$ cat src/rtl/slow_access_timer.sv
// slow_access_timer: requests stock CPU speed during enabled slow-device accesses plus a programmable hold window
module slow_access_timer #(
    parameter int PRESCALE = 16,
    parameter int PSW      = 8
) (
    input  logic       CLK,
    input  logic       nPOR,
    input  logic       BACT,
    input  logic       IACKCS,
    input  logic       VIACS,
    input  logic       IWMCS,
    input  logic       SCCCS,
    input  logic       SCSICS,
    input  logic       SndCS,
    input  logic       ClkGateReq,
    input  logic       SlowIACK,
    input  logic       SlowVIA,
    input  logic       SlowIWM,
    input  logic       SlowSCC,
    input  logic       SlowSCSI,
    input  logic       SlowSnd,
    input  logic       SlowClockGate,
    input  logic [3:0] SlowTimeout,
    output logic       Slow,
    output logic       SlowStart,
    output logic [3:0] SlowCount
);
    typedef enum logic [1:0] {IDLE, ACTIVE, COUNT} stateType;

    localparam logic [PSW-1:0] PRELOAD = PSW'(PRESCALE - 1);

    stateType       state, nextState;
    logic           hit, hitR, trig, startNext;
    logic [PSW-1:0] preCnt, preNext;
    logic [3:0]     cntNext;

    assign hit  = (BACT & ((IACKCS & SlowIACK) | (VIACS & SlowVIA) | (IWMCS & SlowIWM) |
                           (SCCCS & SlowSCC) | (SCSICS & SlowSCSI) | (SndCS & SlowSnd))) |
                  (ClkGateReq & SlowClockGate);
    assign trig = hit & ~hitR;

    // Next-state logic: a new hit always wins over window expiry, so Slow never glitches low
    always_comb begin
        nextState = state;
        preNext   = preCnt;
        cntNext   = SlowCount;
        startNext = 1'b0;
        case (state)
            IDLE: begin
                if (hit) begin
                    nextState = ACTIVE;
                    startNext = trig;
                end
            end
            ACTIVE: begin
                if (!hit) begin
                    nextState = COUNT;
                    cntNext   = SlowTimeout;
                    preNext   = PRELOAD;
                end
            end
            COUNT: begin
                if (hit) begin
                    nextState = ACTIVE;
                    startNext = trig;
                end else if (preCnt != '0) begin
                    preNext = preCnt - 1'b1;
                end else if (SlowCount != 4'd0) begin
                    cntNext = SlowCount - 4'd1;
                    preNext = PRELOAD;
                end else begin
                    nextState = IDLE;
                end
            end
            default: nextState = IDLE;
        endcase
    end

    // State and registered outputs; Slow mirrors the state being entered so it has no extra latency
    always_ff @(posedge CLK or negedge nPOR) begin
        if (!nPOR) begin
            state     <= IDLE;
            hitR      <= 1'b0;
            preCnt    <= '0;
            SlowCount <= 4'd0;
            Slow      <= 1'b0;
            SlowStart <= 1'b0;
        end else begin
            state     <= nextState;
            hitR      <= hit;
            preCnt    <= preNext;
            SlowCount <= cntNext;
            Slow      <= (nextState != IDLE);
            SlowStart <= startNext;
        end
    end
endmodule

$ cat config.mk
export PLATFORM = sky130hd
export DESIGN_NAME = slow_access_timer
export DESIGN_NICKNAME = d
export VERILOG_FILES = /design/src/rtl/slow_access_timer.sv
export SDC_FILE = /design/constraint.sdc
export NUM_CORES = 1
export LEC_CHECK = 0
export ABC_AREA = 1
export CORE_ASPECT_RATIO = 0.6
export CORE_MARGIN = 1
export CORE_UTILIZATION = 48
export CTS_CLUSTER_SIZE = 28
export DETAILED_ROUTE_END_ITERATION = 16
export PLACE_DENSITY = 0.78
export SYNTH_ARGS = -nofsm -noshare
export SYNTH_HDL_FRONTEND = slang
export SYNTH_SLANG_ARGS = --single-unit
$ cat constraint.sdc
create_clock -name CLK -period 2.1 [get_ports CLK]
set_input_delay 0.42 -clock CLK [delete_from_list [all_inputs] [get_ports CLK]]
set_output_delay 0.42 -clock CLK [all_outputs]
set_load 0.01 [all_outputs]
==> results.sh <==
export IMPL_worstSkewPairLatency_ns=0.25
export IMPL_drc=0
export IMPL_cts_hold_buffers=0
export IMPL_crit_buf_inv=1
export IMPL_num_vias=1069
export IMPL_fin_skew_ns=0.00200
export IMPL_ys_types=20
export IMPL_syn_cell_area_um2=1100
export IMPL_fmax_ghz=0.594
export IMPL_slew_headroom=0.844
export IMPL_cp_cell_sequence="inv_1, ha_1, nand2_1, nor2_1, nand2_1, nand2_1, nand4_1, nand2_1, nand2_1"
export IMPL_clk_pin_slew_ns=0.06
export IMPL_die_h_um=39.1
export IMPL_cts_root_buf="clkbuf_8"
export IMPL_drt_iter0_drc=70
export IMPL_criticalPathCategory="flip-flop to flip-flop"
export IMPL_layout_commonest_cell="nand2_1"
export IMPL_syn2layout_area_growth_pct=31.3
export IMPL_dpl_cell_count=219
export IMPL_grt_start_max_net_pins=18
export IMPL_diodes=0
export IMPL_maxSlewViolCount=0
export IMPL_final_cell_mix="nand2_1, clkdlybuf4s50_1, dfrtp_1"
export IMPL_maxCapViolations=0
export IMPL_cts_repair_resized=0
export IMPL_crit_arrival_ns=1.83
export IMPL_startpoint_type="flip-flop"
export IMPL_crit_path_frequent_cell="nand2_1"
export IMPL_grt_pass1_wl_mm=4.12
export IMPL_slowest_delay_ns=0.39
export IMPL_outcome="completed"
export IMPL_grt_overflow_total=0
export IMPL_core_um2=2160
export IMPL_syn_nets=187
export IMPL_postCtsSetupBuffers=0
export IMPL_stdcell_count=223
export IMPL_syn_inst=163
export IMPL_vias_per_cell=4.79
export IMPL_drive_above_1_share=0.0881
export IMPL_initial_core_util=0.510
export IMPL_row_count=13
export IMPL_cts_htree_levels=1
export IMPL_grt_usage=0.228
export IMPL_peakVddDrop_v=0.000638
export IMPL_place_port_buffers=26
export IMPL_avgSynthCellArea_um2=6.76
export IMPL_synth_seq_area_share=0.386
export IMPL_dieArea_um2=2500
export IMPL_hold_path_class="flip-flop to flip-flop"
export IMPL_crit_path_top_delay_cell="dfrtp_1"
export IMPL_die_width_um=63.9
export IMPL_grt_pass1_vias=910
export IMPL_finalHoldViolations=0
export IMPL_min_period_ns=1.68
export IMPL_cts_tree="yes"
export IMPL_clockBufferDepth=2
export IMPL_rsz0062_at_grt="no"
export IMPL_clock_sinks=17
export IMPL_power_density_nw_per_um2=1000
export IMPL_wire_per_inst_um=11.2
export IMPL_grt_antenna_before_repair=0
export IMPL_dp_hpwl_mm=1.98
export IMPL_worstPathMaxFanout=6
export IMPL_synth_ff_latch_count=17
export IMPL_ant_nets=0
export IMPL_fin_util=0.669
export IMPL_final_nets=218
export IMPL_wl_mm=2.50
export IMPL_first_pass_iters=4
export IMPL_finalSetupViolCount=0
export IMPL_worstPathRequired_ns=2.24
export IMPL_p_leak_nw=0.730
export IMPL_io_pins=27
export IMPL_yosys_warnings=0
export IMPL_gp_congestion=0.830
export IMPL_end_kind="flip-flop"
export IMPL_tns_ns=0
export IMPL_numCtsBuffers=3
export IMPL_cpLargestDelayFamily="simple AND/OR/NAND/NOR gates"
export IMPL_worstMarginPinSlew_ns=0.234
export IMPL_fin_crit_sh=0.801
==> power by group <==
group,leakage (nW),switching [mW],internal [mW]
clock,0.0228,0.106,0.135
sequential,0.209,0.0950,0.424
combinational,0.498,0.396,0.295
total,0.730,0.596,0.853
==> stage by stage <==
| stage | setup slack (ns) | total power, mW | hold slack (ns) | area, um^2 |
|---|---|---|---|---|
| floorplan | 0.619 | 0.967 | 0.124 | 1100 |
| global placement | 0.388 | 1.19 | 0.394 | 1400 |
| detailed placement | 0.336 | 1.20 | 0.401 | 1400 |
| CTS | 0.405 | 1.45 | 0.409 | 1450 |
| global route | 0.236 | 1.59 | 0.438 | 1450 |
| finish | 0.417 | 1.45 | 0.407 | 1450 |
==> flip-flops by register name (all words and copies together), names as in the netlist <==
signal,count
hitR,1
SlowCount,4
state,2
SlowStart,1
Slow,1
preCnt,8
==> metal layers <==
layer / GRT usage / wire length, um / vias to the layer above
li1: - / - / 567
met1: 0.314 / 1220 / 473
met2: 0.356 / 1160 / 29
met3: 0.0618 / 129 / 0
met4: 0.0511 / 0 / 0
met5: 0 / 0 / -
==> path summary, 6_finish.rpt <==
kind | startpoint | end | slack, ns | cells past startpoint
min in group asynchronous | nPOR | SlowStart | 0.49 | 2
min reg2reg | hitR | SlowStart | 0.41 | 1
min | hitR | SlowStart | 0.41 | 1
max | preCnt[0] | SlowCount[0] | 0.42 | 9
max reg2reg | preCnt[0] | SlowCount[0] | 0.42 | 9
max in group asynchronous | nPOR | SlowCount[1] | 1.42 | 2
==> logic make-up (layout without fill, tap and decap cells) <==
kind of cell	after synthesis	in the layout	share of synthesized area
xor+xnor	2	2	0.0159
fa+ha+maj	3	3	0.0341
buf+inv	19	49	0.0658
simple gates	115	115	0.463
flops	17	17	0.386
compound gates	7	7	0.0352
==> worst register-to-register path: stages (launching register included) <==
cell     delay [ns]
dfrtp_1        0.39
inv_1          0.14
ha_1           0.21
nand2_1        0.07
nor2_1         0.12
nand2_1        0.17
nand2_1        0.10
nand4_1        0.20
nand2_1        0.12
nand2_1        0.05
==> cells in the mapped netlist <==
cell type / instances / area, um^2
nor2_4: 5 / 56.3
xnor2_1: 1 / 8.76
o21ai_0: 5 / 25.0
a21oi_2: 1 / 8.76
nor2_2: 1 / 6.26
or2_1: 1 / 6.26
ha_1: 3 / 37.5
xor2_1: 1 / 8.76
nand2_1: 74 / 278
nand4_1: 4 / 25.0
nor2_1: 15 / 56.3
inv_1: 14 / 52.6
buf_2: 1 / 5.00
nand3_1: 11 / 55.1
nor3_1: 2 / 10.0
nand2_4: 1 / 11.3
dfrtp_1: 17 / 425
o21ai_1: 1 / 5.00
nand2_2: 1 / 6.26
inv_2: 4 / 15.0
==> cell type report <==
| cell class | instances | area, um^2 |
|---|---|---|
| Clock buffer | 4 | 45.0 |
| Fill cell | 185 | 716 |
| Inverter | 18 | 67.6 |
| Multi-Input combinational cell | 127 | 604 |
| Sequential cell | 17 | 425 |
| Tap cell | 30 | 37.5 |
| Timing Repair Buffer | 27 | 268 |
No activity file was read; power rests on OpenSTA's default activity.
